$ cat config.mk
export PLATFORM = sky130hd
export DESIGN_NAME = dac_spi_serializer_flat
export DESIGN_NICKNAME = d
export VERILOG_FILES = /design/src/rtl/dac_spi_serializer_if.sv /design/src/rtl/dac_spi_serializer.sv /design/src/flat_wrapper.sv
export SDC_FILE = /design/constraint.sdc
export NUM_CORES = 1
export LEC_CHECK = 0
export ABC_AREA = 1
export CORE_UTILIZATION = 50
export CTS_CLUSTER_SIZE = 20
export DETAILED_ROUTE_END_ITERATION = 12
export PLACE_DENSITY = 0.73
export SLEW_MARGIN = 20
export SYNTH_ARGS = -nofsm -noshare
export SYNTH_HDL_FRONTEND = slang
export SYNTH_SLANG_ARGS = --single-unit
$ cat constraint.sdc
create_clock -name i_clock -period 3.4 [get_ports i_clock]
set_input_delay 1.02 -clock i_clock [delete_from_list [all_inputs] [get_ports i_clock]]
set_output_delay 1.02 -clock i_clock [all_outputs]
set_load 0.01 [all_outputs]
$ cat src/rtl/dac_spi_serializer_if.sv
// Sample handshake between the mixer (master) and the DAC serializer (slave).
interface dac_spi_serializer_if;
   logic [11:0] i_sample;
   logic        i_sample_valid;
   logic        o_ready;

   modport master (output i_sample, output i_sample_valid, input o_ready);
   modport slave  (input i_sample, input i_sample_valid, output o_ready);
endinterface

$ cat src/rtl/dac_spi_serializer.sv
// Shifts {CONFIG_BITS,sample} to an MCP4921-class DAC, SPI mode 0,0, MSB first; DAC_SERIALIZER_LDAC_EN adds an LDAC strobe.
// Frame starts the cycle after accept; ready only in IDLE, samples offered while busy are dropped and flagged on o_overrun.
module dac_spi_serializer #(
   parameter int         CLK_DIV     = 2,
   parameter logic [3:0] CONFIG_BITS = 4'b0011
) (
   input  logic                       i_clock,
   input  logic                       i_reset,
   dac_spi_serializer_if.slave        sample_if,
   output logic                       o_overrun,
   output logic                       o_dac_cs_n,
   output logic                       o_dac_sck,
   output logic                       o_dac_sdi,
   output logic                       o_dac_ldac_n
);

   localparam int             DW       = (CLK_DIV > 1) ? $clog2(CLK_DIV) : 1;
   localparam logic [DW-1:0]  DIV_LAST = DW'(CLK_DIV - 1);

   typedef enum logic [1:0] {
      S_IDLE,
      S_SHIFT,
`ifdef DAC_SERIALIZER_LDAC_EN
      S_LDAC,
`endif
      S_CS_HOLD
   } state_t;

   state_t        state;
   logic          ready_q;
   logic          cs_n_q;
   logic          sck_q;
   logic          sdi_q;
   logic [14:0]   shreg;
   logic [5:0]    half_cnt;
   logic [DW-1:0] div_cnt;
   logic [5:0]    half_nxt;

   assign half_nxt          = half_cnt + 6'd1;
   assign sample_if.o_ready = ready_q;
   assign o_overrun         = sample_if.i_sample_valid & ~ready_q & ~i_reset;
   assign o_dac_cs_n        = cs_n_q;
   assign o_dac_sck         = sck_q;
   assign o_dac_sdi         = sdi_q;

`ifdef DAC_SERIALIZER_LDAC_EN
   logic ldac_n_q;
   assign o_dac_ldac_n = ldac_n_q;
`else
   assign o_dac_ldac_n = 1'b0;
`endif

   // Half-period 0 is the sck-low setup; odd halves are sck high, even halves low.
   always_ff @(posedge i_clock) begin
      if (i_reset) begin
         state    <= S_IDLE;
         ready_q  <= 1'b1;
         cs_n_q   <= 1'b1;
         sck_q    <= 1'b0;
         sdi_q    <= 1'b0;
         shreg    <= '0;
         half_cnt <= '0;
         div_cnt  <= '0;
`ifdef DAC_SERIALIZER_LDAC_EN
         ldac_n_q <= 1'b1;
`endif
      end else begin
         case (state)
            S_IDLE: begin
               if (sample_if.i_sample_valid) begin
                  shreg    <= {CONFIG_BITS[2:0], sample_if.i_sample};
                  sdi_q    <= CONFIG_BITS[3];
                  cs_n_q   <= 1'b0;
                  sck_q    <= 1'b0;
                  ready_q  <= 1'b0;
                  half_cnt <= '0;
                  div_cnt  <= '0;
                  state    <= S_SHIFT;
               end
            end
            S_SHIFT: begin
               if (div_cnt == DIV_LAST) begin
                  div_cnt <= '0;
                  if (half_cnt == 6'd32) begin
                     cs_n_q <= 1'b1;
                     sck_q  <= 1'b0;
                     sdi_q  <= 1'b0;
                     state  <= S_CS_HOLD;
                  end else begin
                     half_cnt <= half_nxt;
                     sck_q    <= half_nxt[0];
                     // Falling edges into halves 2..30 advance; bit0 holds through the last low half.
                     if (!half_nxt[0] && (half_nxt <= 6'd30)) begin
                        sdi_q <= shreg[14];
                        shreg <= {shreg[13:0], 1'b0};
                     end
                  end
               end else begin
                  div_cnt <= div_cnt + 1'b1;
               end
            end
            S_CS_HOLD: begin
               if (div_cnt == DIV_LAST) begin
                  div_cnt <= '0;
`ifdef DAC_SERIALIZER_LDAC_EN
                  ldac_n_q <= 1'b0;
                  state    <= S_LDAC;
`else
                  ready_q  <= 1'b1;
                  state    <= S_IDLE;
`endif
               end else begin
                  div_cnt <= div_cnt + 1'b1;
               end
            end
`ifdef DAC_SERIALIZER_LDAC_EN
            S_LDAC: begin
               if (div_cnt == DIV_LAST) begin
                  div_cnt  <= '0;
                  ldac_n_q <= 1'b1;
                  ready_q  <= 1'b1;
                  state    <= S_IDLE;
               end else begin
                  div_cnt <= div_cnt + 1'b1;
               end
            end
`endif
            default: state <= S_IDLE;
         endcase
      end
   end

endmodule
$ cat src/flat_wrapper.sv
// flat-port wrapper written by rule: the top's interface ports become plain ports
module dac_spi_serializer_flat 
#(
   parameter int         CLK_DIV     = 2,
   parameter logic [3:0] CONFIG_BITS = 4'b0011
)
  (i_clock, i_reset, o_overrun, o_dac_cs_n, o_dac_sck, o_dac_sdi, o_dac_ldac_n, sample_if_i_sample, sample_if_i_sample_valid, sample_if_o_ready);
  dac_spi_serializer_if sample_if_i ();
  input  logic i_clock;
  input  logic i_reset;
  output logic o_overrun;
  output logic o_dac_cs_n;
  output logic o_dac_sck;
  output logic o_dac_sdi;
  output logic o_dac_ldac_n;
  input wire logic [$bits(sample_if_i.i_sample)-1:0] sample_if_i_sample;
  input wire logic [$bits(sample_if_i.i_sample_valid)-1:0] sample_if_i_sample_valid;
  output wire logic [$bits(sample_if_i.o_ready)-1:0] sample_if_o_ready;
  assign sample_if_i.i_sample = sample_if_i_sample;
  assign sample_if_i.i_sample_valid = sample_if_i_sample_valid;
  assign sample_if_o_ready = sample_if_i.o_ready;
  dac_spi_serializer #(.CLK_DIV(CLK_DIV), .CONFIG_BITS(CONFIG_BITS)) u_core (.i_clock(i_clock), .i_reset(i_reset), .sample_if(sample_if_i), .o_overrun(o_overrun), .o_dac_cs_n(o_dac_cs_n), .o_dac_sck(o_dac_sck), .o_dac_sdi(o_dac_sdi), .o_dac_ldac_n(o_dac_ldac_n));
endmodule
==> impl_metrics.tcl <==
set metrics [dict create \
    status "complete, no violations" \
    ant_nets 0 \
    postCtsSetupRepairBufs 0 \
    crit_start "sample_if_i_sample_valid" \
    grt_max_degree 25 \
    yosys.area.top_type "dfxtp_1" \
    fp.coreArea_sq_um 3078 \
    synthFlopType "dfxtp_1" \
    hp-class "reg -> reg" \
    synth.top_cells.by_count "74 x nand2_1, 28 x dfxtp_1, 19 x inv_1, 16 x a21oi_1" \
    syn_area_sq_um 1648 \
    cts_root_buf "clkbuf_4" \
    fin_skew_ns 0.01020 \
    async_flop_share_pct 0 \
    grt_usage_pct 19.87 \
    via_count 1434 \
    cts.clk_slew.worst_paths_ns 0.17 \
    synth.area.mux_share_pct 0 \
    final_nets 268 \
    fill_cells 297 \
    drive_gt1_share_pct 19.92 \
    place_inst 286 \
    fin_tns_setup_ns 0 \
    area_delta_synth_final_pct 14.58 \
    hold_violations 0 \
    period_needed_ns 3.270 \
    fin_crit_sh_pct 96.18 \
    startpoint_type "input pin" \
    cp_max_fo 2 \
    antenna_found_initial 0 \
    synth-simple-area-share_pct 38.19 \
    syn_nets 251 \
    die_y_microns 59.41 \
    ys_ff_latch 28 \
    drv_slew 0 \
    rsz0062_at_grt "false" \
    worstPathArrival_ns 2.25 \
    hpwl_microns 2107 \
    cts-buffers-inserted 3 \
    comb_power_share_pct 53.1 \
    fin_area_sq_um 1888 \
    synth_cells 230 \
    switching_share_pct 45.57 \
    grt-ovfl-total 0 \
    wirelength_microns 3127 \
    first_pass_iters 4 \
    grt_pass1_wl_microns 5319 \
    synth-adder-area-share_pct 4.556 \
    antennaDiodeCount 0 \
    htreeDepth 1 \
    pre_cts_slack_ns 0.1158 \
    clock_latency_ns 0.35 \
    r2r_cells 10 \
    max_freq_mhz 305.8 \
    clock_sinks 28 \
    critPathKind "in -> out" \
    fp.dieW_microns 59.41 \
    fin_cells 290 \
    ctsHoldBuffers 0 \
    yosysWarnings 0 \
    p_sw_uw 706.9 \
    cts-resized-gates 0 \
    synth_most_common_cell "nand2_1" \
    clkPwrFrac_pct 14.8 \
    ys_top_cells_by_area "dfxtp_1 34%, nand2_1 17%, nand3_2 5.5%" \
    synth_xor_xnor_area_share_pct 0 \
    max-vdd-ir-drop_uv 372.5 \
    synth_area_per_cell_sq_um 7.164 \
    fin_ws_ns 0.1299 \
    io_pins 21 \
    holdPathStages 2 \
    viasPerCell 4.945 \
    r2r_start "u_core.state[1]" \
    place.gp.congestion 0.7862 \
    ys_seq_area_share_pct 34.02 \
    ys_types 28 \
    cp.required_ns 2.38 \
    p_leak_uw 0.0007710 \
    reg2reg_setup_slack_ns 1.35 \
    max_cap_violations 0 \
    finalSetupViolCount 0 \
    first_global_vias 1213 \
    drc 0 \
    end_kind "primary output" \
    power_frac_seq_pct 32.1 \
    wl_per_cell_microns 10.78 \
    placed_cell_area_sq_um 1836 \
    whs_endpoint "u_core.shreg[4]" \
    synth_top_area_share_pct 34.02 \
    cts_tree "yes" \
    port_buffers 19 \
    hold_start "u_core.shreg[4]" \
    p_int_uw 844.4 \
    p_per_area_nw_per_um2 821.7 \
    register_area_sq_um 560.5 \
    multi_input_area_sq_um 920.9 \
    drt_iter0_drc 67 \
    synth_top_family_by_area "simple AND/OR/NAND/NOR gates" \
    synth-edff-count 0 \
    start_util_pct 53.54 \
    clock_path_buffers 2 \
    row_count 20 \
    die-area_sq_um 3529 \
    reg2reg_to "u_core.shreg[10]" \
    synth-compound-area-share_pct 12.91 \
]
==> power groups by stage <==
stage	logic (uW)	clock network (uW)	registers (uW)
finish	823	230	498
global route	922	246	511
floorplan	723	0	502
global placement	824	0	504
CTS	828	234	498
detailed placement	823	0	506
==> state kept, by name (all words and copies together), names as in the netlist <==
register                  count
u_core.o_dac_sdi              1
u_core.state                  2
u_core.o_dac_sck              1
u_core.div_cnt                1
u_core.o_dac_cs_n             1
u_core.half_cnt               6
u_core.sample_if.o_ready      1
u_core.shreg                 15
==> cells by family after synthesis <==
logic type,count (synthesis)
adders and majority gates,6
buffers and inverters,33
DFF,28
AOI/OAI and AO/OA,33
and+or+nand+nor,129
other,1
==> routing by layer <==
metal,global-route usage (%),vias up,part of all wire (%),routed length [microns]
li1,-,760,-,-
met1,27.16,646,51,1591
met2,31.46,23,45,1413
met3,2.183,5,2.1,67
met4,8.503,0,1.7,54
met5,0,-,0,0
==> cells in the final DEF, fill, tap and decap left out, drive strengths merged <==
master / instances
o21bai: 1
inv: 22
dfxtp: 28
o211ai: 1
o21ai: 4
conb: 1
nand4: 2
clkdlybuf4s50: 19
nand3: 22
ha: 6
bufinv: 1
a21oi: 26
nor2: 14
nor3: 2
nand2: 89
clkbuf: 3
a221o: 1
clkinv: 1
buf: 3
==> how the worst max path moves through the flow <==
stage / endpoint / cells after the start
6_report: o_overrun / 4
3_5_place_dp: o_overrun / 4
5_1_grt: o_overrun / 4
2_1_floorplan: o_overrun / 2
3_3_place_gp: o_overrun / 4
4_1_cts: o_overrun / 4
==> stage by stage <==
stage	util (%)	total power [uW]	hold WS, ns
CTS	61.34	1560	0.4785
floorplan	-	1225	0.4395
global route	61.34	1680	0.4963
detailed placement	59.63	1329	0.4553
global placement	59.63	1328	0.4533
finish	61.34	1551	0.4762
==> worst max-delay path, cell delays in order <==
cell,delay (ns)
clkdlybuf4s50_1,0.47
inv_1,0.05
nor3_1,0.13
clkdlybuf4s50_1,0.57
==> cell type report <==
type                       count  area share, %
clock buffer                   3          1.193
timing repair buffer          22          11.27
tap                           44          2.916
sequential                    28          29.69
clock inverter                 1          1.590
multi-input combinational    169          48.77
inverter                      23          4.573
Power figures use the tool's default switching activity.
